## config.mk

```make
export PLATFORM = sky130hd
export DESIGN_NAME = tick_timer_flat
export DESIGN_NICKNAME = d
export VERILOG_FILES = /design/src/rtl/tick_timer_if.sv /design/src/rtl/tick_timer.sv /design/src/flat_wrapper.sv
export SDC_FILE = /design/constraint.sdc
export NUM_CORES = 1
export LEC_CHECK = 0
export CAP_MARGIN = 40
export CELL_PAD_IN_SITES_DETAIL_PLACEMENT = 1
export CELL_PAD_IN_SITES_GLOBAL_PLACEMENT = 2
export CORE_ASPECT_RATIO = 0.75
export CORE_MARGIN = 4
export CORE_UTILIZATION = 34
export CTS_CLUSTER_SIZE = 28
export DETAILED_ROUTE_END_ITERATION = 7
export MAX_ROUTING_LAYER = met4
export PLACE_DENSITY_LB_ADDON = 0.25
export SLEW_MARGIN = 20
export SYNTH_ARGS = -nofsm -noshare
export SYNTH_HDL_FRONTEND = slang
export SYNTH_SLANG_ARGS = --single-unit
```

## constraint.sdc

```tcl
create_clock -name clk_in -period 3.4 [get_ports clk_in]
set_input_delay 0.85 -clock clk_in [delete_from_list [all_inputs] [get_ports clk_in]]
set_output_delay 0.85 -clock clk_in [all_outputs]
set_load 0.1 [all_outputs]
```

## src/rtl/tick_timer_if.sv

```systemverilog
// tick_timer_if: groups the tick_timer control and status signals.
//   presc_in     : divided-clock level from the prescaler, synchronous to clk_in
//   enable       : level; 1 = arm/run, 0 = stop and clear
//   one_shot     : latched when the timer arms; 1 = stop after the first period
//   period       : terminal count (timer counts 0..period inclusive)
//   compare      : PWM threshold
//   count        : current tick count
//   pwm_out      : PWM waveform
//   period_pulse : one-cycle pulse at each wrap
//   running      : high while the timer is in RUN
// The master modport drives the configuration; the slave modport is the timer.
interface tick_timer_if #(
  parameter int WIDTH = 16
);
  logic             presc_in;
  logic             enable;
  logic             one_shot;
  logic [WIDTH-1:0] period;
  logic [WIDTH-1:0] compare;
  logic [WIDTH-1:0] count;
  logic             pwm_out;
  logic             period_pulse;
  logic             running;

  modport master (
    output presc_in, enable, one_shot, period, compare,
    input  count, pwm_out, period_pulse, running
  );

  modport slave (
    input  presc_in, enable, one_shot, period, compare,
    output count, pwm_out, period_pulse, running
  );
endinterface

```

## src/rtl/tick_timer.sv

```systemverilog
// tick_timer: turns the prescaler's divided-clock level into single-cycle tick
// enables (all logic on clk_in) and runs a programmable period counter on them,
// producing a PWM waveform and a once-per-period pulse.
//   clk_in : system clock (same clock as the prescaler)
//   reset  : synchronous, active-high reset
//   bus    : tick_timer_if slave modport (config inputs, count/pwm/pulse/running)
// Parameters:
//   WIDTH           : width of count, period and compare
//   TICK_BOTH_EDGES : 0 = tick on rising edges of presc_in, 1 = on both edges
module tick_timer #(
  parameter int WIDTH           = 16,
  parameter bit TICK_BOTH_EDGES = 1'b0
) (
  input  logic          clk_in,
  input  logic          reset,
  tick_timer_if.slave   bus
);

  typedef enum logic [1:0] {
    IDLE = 2'd0,
    RUN  = 2'd1,
    DONE = 2'd2
  } state_t;

  state_t           state;
  logic             presc_d;
  logic             tick;
  logic             one_shot_sh;
  logic             period_pulse_r;
  logic [WIDTH-1:0] count_r;
  logic [WIDTH-1:0] period_sh;
  logic [WIDTH-1:0] compare_sh;

  function automatic logic edge_tick(input logic cur, input logic prev);
    if (TICK_BOTH_EDGES) return cur ^ prev;
    else                 return cur & ~prev;
  endfunction

  // Tick is combinational so the count moves on the edge where the prescaler
  // edge is first seen in the clk_in domain.
  assign tick = edge_tick(bus.presc_in, presc_d);

  always_ff @(posedge clk_in) begin
    if (reset) begin
      presc_d        <= 1'b0;
      state          <= IDLE;
      count_r        <= '0;
      period_pulse_r <= 1'b0;
      period_sh      <= '0;
      compare_sh     <= '0;
      one_shot_sh    <= 1'b0;
    end else begin
      presc_d        <= bus.presc_in;
      period_pulse_r <= 1'b0;
      case (state)
        IDLE: begin
          count_r <= '0;
          if (bus.enable) begin
            state       <= RUN;
            period_sh   <= bus.period;
            compare_sh  <= bus.compare;
            one_shot_sh <= bus.one_shot;
          end
        end
        RUN: begin
          // A stop request beats a coincident tick: no wrap, no pulse.
          if (!bus.enable) begin
            state   <= IDLE;
            count_r <= '0;
          end else if (tick) begin
            // Wrap check comes before the increment, so period = all-ones
            // never overflows the counter.
            if (count_r == period_sh) begin
              count_r        <= '0;
              period_pulse_r <= 1'b1;
              // Shadows only reload here so a period never changes mid-way.
              period_sh      <= bus.period;
              compare_sh     <= bus.compare;
              if (one_shot_sh) state <= DONE;
            end else begin
              count_r <= count_r + WIDTH'(1);
            end
          end
        end
        DONE: begin
          // Re-arming needs enable to drop first.
          count_r <= '0;
          if (!bus.enable) state <= IDLE;
        end
        default: begin
          state   <= IDLE;
          count_r <= '0;
        end
      endcase
    end
  end

  // Outputs decode registered state only; no path from the inputs.
  assign bus.count        = count_r;
  assign bus.running      = (state == RUN);
  assign bus.pwm_out      = (state == RUN) && (count_r < compare_sh);
  assign bus.period_pulse = period_pulse_r;

endmodule

```

## src/flat_wrapper.sv

```systemverilog
// flat-port wrapper written by rule: the top's interface ports become plain ports
module tick_timer_flat 
#(
  parameter int WIDTH           = 16,
  parameter bit TICK_BOTH_EDGES = 1'b0
)
  (clk_in, reset, bus_presc_in, bus_enable, bus_one_shot, bus_period, bus_compare, bus_count, bus_pwm_out, bus_period_pulse, bus_running);
  tick_timer_if #(.WIDTH(WIDTH)) bus_i ();
  input  logic clk_in;
  input  logic reset;
  input wire logic [$bits(bus_i.presc_in)-1:0] bus_presc_in;
  input wire logic [$bits(bus_i.enable)-1:0] bus_enable;
  input wire logic [$bits(bus_i.one_shot)-1:0] bus_one_shot;
  input wire logic [$bits(bus_i.period)-1:0] bus_period;
  input wire logic [$bits(bus_i.compare)-1:0] bus_compare;
  output wire logic [$bits(bus_i.count)-1:0] bus_count;
  output wire logic [$bits(bus_i.pwm_out)-1:0] bus_pwm_out;
  output wire logic [$bits(bus_i.period_pulse)-1:0] bus_period_pulse;
  output wire logic [$bits(bus_i.running)-1:0] bus_running;
  assign bus_i.presc_in = bus_presc_in;
  assign bus_i.enable = bus_enable;
  assign bus_i.one_shot = bus_one_shot;
  assign bus_i.period = bus_period;
  assign bus_i.compare = bus_compare;
  assign bus_count = bus_i.count;
  assign bus_pwm_out = bus_i.pwm_out;
  assign bus_period_pulse = bus_i.period_pulse;
  assign bus_running = bus_i.running;
  tick_timer #(.WIDTH(WIDTH), .TICK_BOTH_EDGES(TICK_BOTH_EDGES)) u_core (.clk_in(clk_in), .reset(reset), .bus(bus_i));
endmodule
```

==> flow_summary.toml <==
[cts]
cts_num_sinks = 53
cts_max_path_buffers = 2
worst_skew_pair.late_latency_ns = 0.31
cts-htree-levels = 2
ctsHoldBuffers = 0
cts_inserted_buffers = 5
cts_resized = 0
cts.clk_slew.worst_paths_ns = 0.10
postCtsSetupBuffers = 0
cts_tree = "built"
root_buffer = "clkbuf_8"

[route]
drt_iter0_drc = 74
wirelength_um = 7240
num_vias = 2225
remaining_drc_errors = 0
drtPass1Iterations = 4
wl_per_cell_um = 15.5
drtAntennaViolNets = 0
viasPerCell = 4.77

[layout]
finalNetCount = 413
drive_gt1_frac = 0.114
synthToLayoutAreaGrowth_pct = 26.0
fillCellCount = 916
num_antenna_cells = 0

[die]
dieArea_mm2 = 0.00996
die_w_um = 114
num_rows = 28
num_io_pins = 56
core_area_mm2 = 0.00802
die_h_um = 87.5
initial_core_util = 0.357

[worst_setup_path]
timing.rr.start = "u_core.bus.count[11]"
crit_chain = "ha_1, a21o_1, a211oi_1, o21ai_0, a31oi_4, buf_12"
path_class = "flop to output port"
crit_fanout = 5
reg2reg_to = "u_core.compare_sh[14]"
path_buf_inv = 1
critPathSlowestCell = "dfxtp_1"
arrival_ns = 2.17
regToRegSetupSlack_ns = 1.13
rr_worst_depth = 6
crit_required_ns = 2.55
max_stage_delay_ns = 0.47
start_kind = "flop"
end_kind = "output port"
cp_num_cells = 6
path_delay_family = "compound AO/OA/AOI/OAI gates"

[synthesis]
synth.cell_area_mm2 = 0.00286
avgSynthCellArea_um2 = 9.41
synth_seq_cells = 53
mappedNetlistNets = 357
netlist_instances = 304
yosysWarnings = 0
ys_types = 35
ys_seq_area_frac = 0.371

[pwr]
clkPwrFrac = 0.312
p_leak_uw = 0.00157
p_switching_uw = 340
seqPwrFrac = 0.519
ir_drop_mv = 0.158
intPower_uw = 946
switching_share = 0.264
pwr-share-comb = 0.168
p_per_area_mw_per_mm2 = 357

[timing]
setup_violations = 0
skew_ns = 0.0106
final_max_slew_viol_count = 0
hold_slack_ns = 0.479
fin_crit_ns = 3.02
tightestPinTransition_ns = 0.719
finalHoldViolCount = 0
maxSlewHeadroom = 0.519
fmaxAchievable_ghz = 0.331
timing.final.crit_share = 0.888
rsz0062_at_grt = "no"
setup_tns_ns = 0

[global_route]
overflow = 0
grt_max_degree = 26
grt_pass1_wl_um = 12000
antenna_found_initial = 0
grt_pass1_vias = 2407
grt_usage = 0.158

[placement]
portBuffers = 55
place.gp.congestion = 0.744
place_hpwl_um = 5560

[worst_hold_path]
whs_endpoint = "u_core.compare_sh[9]"
hold_path_class = "flop to flop"
holdPathStages = 2
hp-start = "u_core.compare_sh[9]"

[flow_run]
drv_cap = 0

[run_status]
status = "completed"
per-layer routing:
layer,GRT usage,part of all wire,vias up
li1,-,-,1118
met1,0.207,0.50,1060
met3,0.0333,0.043,8
met4,0.0388,0.010,0
met2,0.249,0.44,39
met5,-,0,-
worst max-delay path by stage:
stage,slack (ns),startpoint,endpoint
finish,0.38,u_core.bus.count[14],bus_pwm_out
CTS,0.36,u_core.bus.count[14],bus_pwm_out
floorplan,0.01,u_core.bus.count[14],bus_pwm_out
global placement,0.73,reset,u_core.bus.count[9]
detailed placement,0.67,bus_presc_in,u_core.compare_sh[2]
global route,0.26,u_core.bus.count[1],bus_pwm_out
through the flow:
stage	util	power, uW	worst slack (ns)	instances	cell area [um2]
floorplan	-	818	0.0100	304	2880
global placement	0.437	896	0.733	458	3500
detailed placement	0.437	902	0.666	458	3500
CTS	0.449	1310	0.358	466	3600
global route	0.449	1350	0.263	466	3600
finish	0.449	1290	0.382	466	3600
kinds of logic after synthesis:
kind of cell    after synthesis  share of synthesized area
mux                          34                      0.119
flops                        53                      0.371
fa+ha+maj                    16                     0.0700
xor+xnor                     31                     0.0949
simple gates                122                      0.247
compound gates               18                     0.0503
buf+inv                      30                     0.0481
power by group through the flow:
stage / sequential, uW / combinational [uW] / clock, uW
4_1_cts: 668 / 221 / 416
6_report: 668 / 216 / 401
2_1_floorplan: 679 / 140 / 0
3_5_place_dp: 682 / 220 / 0
3_3_place_gp: 682 / 214 / 0
5_1_grt: 672 / 239 / 442
Yosys cell counts:
cell type / instances / area (um2)
o21ai_1: 1 / 5.00
a21o_1: 5 / 37.5
inv_1: 17 / 63.8
nor2b_1: 2 / 12.5
ha_1: 16 / 200
o31ai_1: 1 / 7.51
nand3_2: 1 / 10.0
dfxtp_1: 53 / 1060
nor4_1: 3 / 18.8
buf_6: 3 / 33.8
a311oi_1: 1 / 8.76
buf_2: 2 / 10.0
clkbuf_1: 8 / 30.0
and4_1: 3 / 26.3
nor4_2: 1 / 12.5
and3_2: 1 / 7.51
xor2_1: 28 / 245
a31o_2: 1 / 8.76
a31oi_1: 1 / 6.26
nor3_1: 2 / 10.0
a21oi_1: 3 / 15.0
xnor2_1: 3 / 26.3
nand2_1: 7 / 26.3
nand2b_1: 67 / 419
a211oi_1: 2 / 15.0
nand4_1: 6 / 37.5
mux2i_1: 34 / 340
or3_1: 1 / 6.26
nor2_1: 20 / 75.1
nand3_1: 5 / 25.0
o21a_1: 1 / 7.51
o41ai_4: 1 / 27.5
and3_1: 2 / 12.5
o21ai_0: 1 / 5.00
nor3b_1: 1 / 7.51
area by class of cell:
class	count	area, um2	share of cell area
Clock buffer	7	96.3	0.0267
Clock inverter	1	5.00	0.00139
Inverter	17	63.8	0.0177
Multi-Input combinational cell	221	1680	0.465
Sequential cell	53	1060	0.295
Tap cell	105	131	0.0364
Timing Repair Buffer	62	568	0.158
worst register-to-register path, stage by stage (launching register included):
cell     delay, ns
dfxtp_1       0.53
xor2_1        0.15
nor4_1        0.32
nand3_1       0.30
o41ai_4       0.30
buf_4         0.35
mux2i_1       0.25
layout by cell type, fill, tap and decap left out, types with 5 or more instances in the layout:
| cell | count |
|---|---|
| nor2_1 | 20 |
| buf_4 | 25 |
| a21o_1 | 5 |
| clkbuf_8 | 7 |
| xor2_1 | 28 |
| mux2i_1 | 34 |
| dfxtp_1 | 52 |
| inv_1 | 17 |
| nand2_1 | 7 |
| nand3_1 | 5 |
| ha_1 | 16 |
| nand2b_1 | 67 |
| nand4_1 | 6 |
| clkdlybuf4s50_1 | 36 |
sequential cells by signal (all words and copies together), names as in the netlist:
register	count
u_core.bus.count	16
u_core.bus.period_pulse	1
u_core.compare_sh	16
u_core.one_shot_sh	1
u_core.period_sh	16
u_core.presc_d	1
u_core.state	2
(Power assumes the default switching activity.)
